===== src/rtl/goertzel_axi_regs.sv =====
// AXI-Lite register bank for the Goertzel core: control pulses, config, sticky status, result.
// Reads answer one cycle after AR; writes commit once both AW and W are available, one write in flight.
package axi_pkg;
   typedef struct packed {
      logic [31:0] awaddr;
      logic        awvalid;
      logic [31:0] wdata;
      logic [3:0]  wstrb;
      logic        wvalid;
      logic        bready;
      logic [31:0] araddr;
      logic        arvalid;
      logic        rready;
   } axi_lite_mosi;

   typedef struct packed {
      logic        awready;
      logic        wready;
      logic [1:0]  bresp;
      logic        bvalid;
      logic        arready;
      logic [31:0] rdata;
      logic [1:0]  rresp;
      logic        rvalid;
   } axi_lite_miso;
endpackage

module goertzel_axi_regs #(
   parameter int          ADDR_W    = 8,
   parameter logic [15:0] NSAMP_RST = 16'd205,
   parameter logic [31:0] COEFF_RST = 32'h0
) (
   input  logic                 clk,
   input  logic                 rst,
   input  axi_pkg::axi_lite_mosi s_axi_mosi,
   output axi_pkg::axi_lite_miso s_axi_miso,
   output logic                 start_o,
   output logic                 soft_rst_o,
   output logic [31:0]          coeff_o,
   output logic [15:0]          nsamp_o,
   input  logic                 busy_i,
   input  logic                 done_i,
   input  logic [31:0]          result_i
);
   localparam int IDX_W = ADDR_W - 2;
   localparam logic [IDX_W-1:0] IDX_CTRL   = IDX_W'(0);
   localparam logic [IDX_W-1:0] IDX_STATUS = IDX_W'(1);
   localparam logic [IDX_W-1:0] IDX_COEFF  = IDX_W'(2);
   localparam logic [IDX_W-1:0] IDX_NSAMP  = IDX_W'(3);
   localparam logic [IDX_W-1:0] IDX_RESULT = IDX_W'(4);
   localparam logic [1:0] RESP_OKAY   = 2'b00;
   localparam logic [1:0] RESP_SLVERR = 2'b10;

   function automatic logic [31:0] strb_merge(input logic [31:0] old_v,
                                              input logic [31:0] new_v,
                                              input logic [3:0]  strb);
      logic [31:0] res;
      res = old_v;
      for (int b = 0; b < 4; b++) begin
         if (strb[b]) res[b*8 +: 8] = new_v[b*8 +: 8];
      end
      return res;
   endfunction

   logic             aw_held_q, aw_held_d;
   logic [IDX_W-1:0] aw_idx_q, aw_idx_d;
   logic             w_held_q, w_held_d;
   logic [31:0]      w_dat_q, w_dat_d;
   logic [3:0]       w_strb_q, w_strb_d;
   logic             bvalid_q, bvalid_d;
   logic [1:0]       bresp_q, bresp_d;
   logic             rvalid_q, rvalid_d;
   logic [31:0]      rdata_q, rdata_d;
   logic [1:0]       rresp_q, rresp_d;
   logic             start_q, start_d;
   logic             soft_rst_q, soft_rst_d;
   logic [31:0]      coeff_q, coeff_d;
   logic [15:0]      nsamp_q, nsamp_d;
   logic             done_q, done_d;
   logic [31:0]      result_q, result_d;

   logic             aw_rdy, w_rdy, ar_rdy, aw_hs, w_hs, ar_hs, commit;
   logic [IDX_W-1:0] wr_idx, rd_idx;
   logic [31:0]      wr_dat, nsamp_wr;
   logic [3:0]       wr_strb;
   logic             unused_bits;

   assign unused_bits = &{1'b0, s_axi_mosi.awaddr[31:ADDR_W], s_axi_mosi.awaddr[1:0],
                          s_axi_mosi.araddr[31:ADDR_W], s_axi_mosi.araddr[1:0]};

   always_comb begin
      aw_held_d  = aw_held_q;
      aw_idx_d   = aw_idx_q;
      w_held_d   = w_held_q;
      w_dat_d    = w_dat_q;
      w_strb_d   = w_strb_q;
      bvalid_d   = bvalid_q;
      bresp_d    = bresp_q;
      rvalid_d   = rvalid_q;
      rdata_d    = rdata_q;
      rresp_d    = rresp_q;
      start_d    = 1'b0;
      soft_rst_d = 1'b0;
      coeff_d    = coeff_q;
      nsamp_d    = nsamp_q;
      done_d     = done_q;
      result_d   = result_q;

      aw_rdy = !aw_held_q && !bvalid_q;
      w_rdy  = !w_held_q && !bvalid_q;
      ar_rdy = !rvalid_q;
      aw_hs  = s_axi_mosi.awvalid && aw_rdy;
      w_hs   = s_axi_mosi.wvalid && w_rdy;
      ar_hs  = s_axi_mosi.arvalid && ar_rdy;

      // Held values take priority; otherwise use what is handshaking this cycle.
      wr_idx   = aw_held_q ? aw_idx_q : s_axi_mosi.awaddr[ADDR_W-1:2];
      wr_dat   = w_held_q ? w_dat_q : s_axi_mosi.wdata;
      wr_strb  = w_held_q ? w_strb_q : s_axi_mosi.wstrb;
      commit   = (aw_held_q || aw_hs) && (w_held_q || w_hs);
      nsamp_wr = strb_merge({16'h0, nsamp_q}, wr_dat, wr_strb);

      if (aw_hs) begin
         aw_held_d = 1'b1;
         aw_idx_d  = s_axi_mosi.awaddr[ADDR_W-1:2];
      end
      if (w_hs) begin
         w_held_d = 1'b1;
         w_dat_d  = s_axi_mosi.wdata;
         w_strb_d = s_axi_mosi.wstrb;
      end
      if (bvalid_q && s_axi_mosi.bready) bvalid_d = 1'b0;

      if (commit) begin
         aw_held_d = 1'b0;
         w_held_d  = 1'b0;
         bvalid_d  = 1'b1;
         bresp_d   = RESP_OKAY;
         case (wr_idx)
            IDX_CTRL: begin
               start_d    = wr_strb[0] && wr_dat[0];
               soft_rst_d = wr_strb[0] && wr_dat[1];
            end
            IDX_STATUS: if (wr_strb[0] && wr_dat[1]) done_d = 1'b0;
            IDX_COEFF:  coeff_d = strb_merge(coeff_q, wr_dat, wr_strb);
            IDX_NSAMP:  nsamp_d = nsamp_wr[15:0];
            IDX_RESULT: ;
            default:    bresp_d = RESP_SLVERR;
         endcase
      end

      // A new result beats a same-cycle W1C so no completion is lost.
      if (done_i) begin
         done_d   = 1'b1;
         result_d = result_i;
      end

      rd_idx = s_axi_mosi.araddr[ADDR_W-1:2];
      if (rvalid_q && s_axi_mosi.rready) rvalid_d = 1'b0;
      if (ar_hs) begin
         rvalid_d = 1'b1;
         rresp_d  = RESP_OKAY;
         case (rd_idx)
            IDX_CTRL:   rdata_d = 32'h0;
            IDX_STATUS: rdata_d = {30'h0, done_q, busy_i};
            IDX_COEFF:  rdata_d = coeff_q;
            IDX_NSAMP:  rdata_d = {16'h0, nsamp_q};
            IDX_RESULT: rdata_d = result_q;
            default: begin
               rdata_d = 32'h0;
               rresp_d = RESP_SLVERR;
            end
         endcase
      end
   end

   always_ff @(posedge clk) begin
      if (rst) begin
         aw_held_q  <= 1'b0;
         aw_idx_q   <= '0;
         w_held_q   <= 1'b0;
         w_dat_q    <= 32'h0;
         w_strb_q   <= 4'h0;
         bvalid_q   <= 1'b0;
         bresp_q    <= 2'b00;
         rvalid_q   <= 1'b0;
         rdata_q    <= 32'h0;
         rresp_q    <= 2'b00;
         start_q    <= 1'b0;
         soft_rst_q <= 1'b0;
         coeff_q    <= COEFF_RST;
         nsamp_q    <= NSAMP_RST;
         done_q     <= 1'b0;
         result_q   <= 32'h0;
      end else begin
         aw_held_q  <= aw_held_d;
         aw_idx_q   <= aw_idx_d;
         w_held_q   <= w_held_d;
         w_dat_q    <= w_dat_d;
         w_strb_q   <= w_strb_d;
         bvalid_q   <= bvalid_d;
         bresp_q    <= bresp_d;
         rvalid_q   <= rvalid_d;
         rdata_q    <= rdata_d;
         rresp_q    <= rresp_d;
         start_q    <= start_d;
         soft_rst_q <= soft_rst_d;
         coeff_q    <= coeff_d;
         nsamp_q    <= nsamp_d;
         done_q     <= done_d;
         result_q   <= result_d;
      end
   end

   always_comb begin
      s_axi_miso.awready = aw_rdy;
      s_axi_miso.wready  = w_rdy;
      s_axi_miso.bvalid  = bvalid_q;
      s_axi_miso.bresp   = bresp_q;
      s_axi_miso.arready = ar_rdy;
      s_axi_miso.rvalid  = rvalid_q;
      s_axi_miso.rdata   = rdata_q;
      s_axi_miso.rresp   = rresp_q;
   end

   assign start_o    = start_q;
   assign soft_rst_o = soft_rst_q;
   assign coeff_o    = coeff_q;
   assign nsamp_o    = nsamp_q;
endmodule

===== config.mk =====
export PLATFORM = sky130hd
export DESIGN_NAME = goertzel_axi_regs
export DESIGN_NICKNAME = d
export VERILOG_FILES = /design/src/rtl/goertzel_axi_regs.sv
export SDC_FILE = /design/constraint.sdc
export NUM_CORES = 1
export LEC_CHECK = 0
export CAP_MARGIN = 25
export CORE_ASPECT_RATIO = 1.4
export CORE_MARGIN = 10
export CORE_UTILIZATION = 30
export DETAILED_ROUTE_END_ITERATION = 10
export GPL_ROUTABILITY_DRIVEN = 0
export REMOVE_ABC_BUFFERS = 1
export SETUP_SLACK_MARGIN = 0.2
export SYNTH_ARGS = -nofsm -noshare
export SYNTH_HDL_FRONTEND = slang
export SYNTH_SLANG_ARGS = --single-unit

===== constraint.sdc =====
create_clock -name clk -period 5.6 [get_ports clk]
set_clock_uncertainty 0.1 [all_clocks]
set_input_delay 0.56 -clock clk [delete_from_list [all_inputs] [get_ports clk]]
set_output_delay 0.56 -clock clk [all_outputs]
set_load 0.02 [all_outputs]

==> metrics.yaml <==
status: "finished clean"
power_density_nw_per_um2: 286
hold_violations: 0
root_buffer: "clkbuf_16"
wl_per_cell_microns: 18.1
synth-edff-count: 0
slowest_stage: "and2_0"
yosys.area.top_type: "dfxtp_1"
syn_to_final_growth_pct: 37.7
rsz0062_at_grt: "false"
fin_util: 0.422
nets: 1047
syn-cell-area_sq_um: 6750
drt-initial-drc-count: 410
clk_pin_slew_worst_paths_ns: 0.06
fin_cells: 1215
arrival_ns: 3.27
fp.dieH_microns: 197
fillers: 2208
die_area_sq_um: 29000
row_count: 64
crit_type: "reg2reg"
yosys_register_bits: 163
synth_seq_area_share: 0.484
report.final.slew_viol_count: 0
period_minus_slack_ns: 3.13
synth.top_cell.area_share: 0.484
async_reset_ff_frac: 0
grt_antenna_before_repair: 3
setup_viol: 0
synth_top_family_by_area: "simple AND/OR/NAND/NOR gates"
portBuffers: 177
ys_top_cells_by_area: "dfxtp_1 48%, mux2i_1 11%, nand2_1 8.7%"
drc_errors: 0
worst_ir_drop_vdd_mv: 0.205
cts_tree: "yes"
core-area_sq_um: 22000
avgSynthCellArea_sq_um: 8.89
ant_nets: 0
post-route-period-util: 0.559
holdCritPathClass: "reg2reg"
clock_path_buffers: 2
synthFlopType: "dfxtp_1"
crit_fanout: 19
synth_simple_gate_area_frac: 0.167
endpoint_kind: "flip-flop"
cap_violations: 0
synth_xor_area_frac: 0
dr_total_vias: 5895
synthTopCellsByCount: "163 x dfxtp_1, 157 x nand2_1, 73 x mux2i_1"
required_ns: 5.74
cts_max_level: 4
synth_mux_area_frac: 0.133
synthAdderAreaFrac: 0
crit_path_start_kind: "flip-flop"
seqCellArea_sq_um: 3260
combPwrFrac: 0.115
drt_first_pass_iters: 7
ys_warn_count: 0
synth_cell_types: 41
dp_hpwl_microns: 15200
p_switching_uw: 655
crit_chain: "or3b_2, a221oi_4, and2_0, a221oi_1"
p_leak_uw: 0.00349
clkPwrFrac: 0.422
cts_buffers: 17
cts.repair.resized: 0
drive_gt1_frac: 0.0754
p_int_uw: 2000
die_width_microns: 147
critPathMaxStageDelay_ns: 0.87
grt_pass1_wl_microns: 34300
slew-limit-headroom: 0.332
multiInputGateArea_sq_um: 3170
worst_slew_pin_slew_ns: 1.00
grt_overflow: 0
synth-compound-area-share: 0.166
totalWireLength_microns: 22000
pwr-share-seq: 0.462
cts.sinks: 163
start_util: 0.306
fin_tns_setup_ns: 0
synth.most_common_cell: "dfxtp_1"
grt_max_degree: 78
vias_per_cell: 4.85
cts.hold.buffers_added: 0
grt_pass1_vias: 5899
clkLatencyLatePin_ns: 0.42
syn_inst: 759
boundaryPins: 232
cts_setup_buffers: 0
max_freq_mhz: 319
grt_util_all_layers: 0.149
dp_cells: 1184
swShare: 0.246
-- worst paths after layout --
path          startpoint           to  slack, ns  depth (start not counted)
min reg2reg  w_dat_q[31]  w_dat_q[31]       0.35                          2
min          w_dat_q[31]  w_dat_q[31]       0.35                          2
max            aw_held_q  coeff_o[30]       2.47                          4
max reg2reg    aw_held_q  coeff_o[30]       2.47                          4
-- cell families after synthesis --
group,count (synthesis)
and+or+nand+nor,259
buffers and inverters,81
DFF,163
muxes,88
other,1
AOI/OAI and AO/OA,167
-- worst max-delay path, delay by kind of cell, from the launching register on --
| kind | cells | cell delay [ns] |
|---|---|---|
| AND/OR/NAND/NOR | 2 | 1.40 |
| flip-flops | 1 | 0.68 |
| AO/OA/AOI/OAI | 2 | 0.77 |
-- cell usage in the layout (no fill, tap or decap), drive strengths merged, types with 7 or more instances in the layout --
cell / n
a211oi: 14
a21oi: 60
a221oi: 18
a222oi: 16
a22oi: 17
buf: 12
clkbuf: 19
clkdlybuf4s50: 175
dfxtp: 163
inv: 21
mux2: 15
mux2i: 73
nand2: 157
nand2b: 8
nand3: 7
nor2: 55
o21ai: 22
o22ai: 14
-- power groups by stage --
stage | registers (uW) | clock network (uW) | logic [uW]
3_5_place_dp | 1250 | 0 | 309
5_1_grt | 1240 | 1200 | 339
6_report | 1230 | 1120 | 307
2_1_floorplan | 1260 | 0 | 145
3_3_place_gp | 1250 | 0 | 306
4_1_cts | 1230 | 1160 | 311
-- flip-flops by register name, indices dropped and copies added, names as in the netlist --
register    cells
coeff_o        32
rdata_q        32
result_q       32
w_dat_q        32
nsamp_o        16
aw_idx_q        6
w_strb_q        4
aw_held_q       1
bresp_q         1
bvalid_q        1
done_q          1
rresp_q         1
rvalid_q        1
soft_rst_o      1
start_o         1
w_held_q        1
-- per-layer routing --
metal,global-route usage,part of all wire
met1,0.172,0.43
met3,0.0351,0.048
met5,0,0
met2,0.258,0.50
met4,0.0643,0.022
-- through the flow --
stage | area (sq um) | setup WS, ns | total power, uW | hold slack [ns]
2_1_floorplan | 6490 | 2.41 | 1400 | 0.325
3_3_place_gp | 8710 | 2.27 | 1560 | 0.334
3_5_place_dp | 8730 | 2.20 | 1560 | 0.341
4_1_cts | 9290 | 2.40 | 2700 | 0.352
5_1_grt | 9290 | 2.27 | 2780 | 0.372
6_report | 9290 | 2.47 | 2660 | 0.348
-- cell type report --
class / instances / area share
sequential: 163 / 0.351
tap: 297 / 0.0400
clock inverter: 9 / 0.0118
inverter: 21 / 0.00848
clock buffer: 19 / 0.0477
multi-input combinational: 516 / 0.341
antenna: 3 / 0.000808
timing repair buffer: 187 / 0.199
Note: power is estimated with default switching activity, not from simulation.
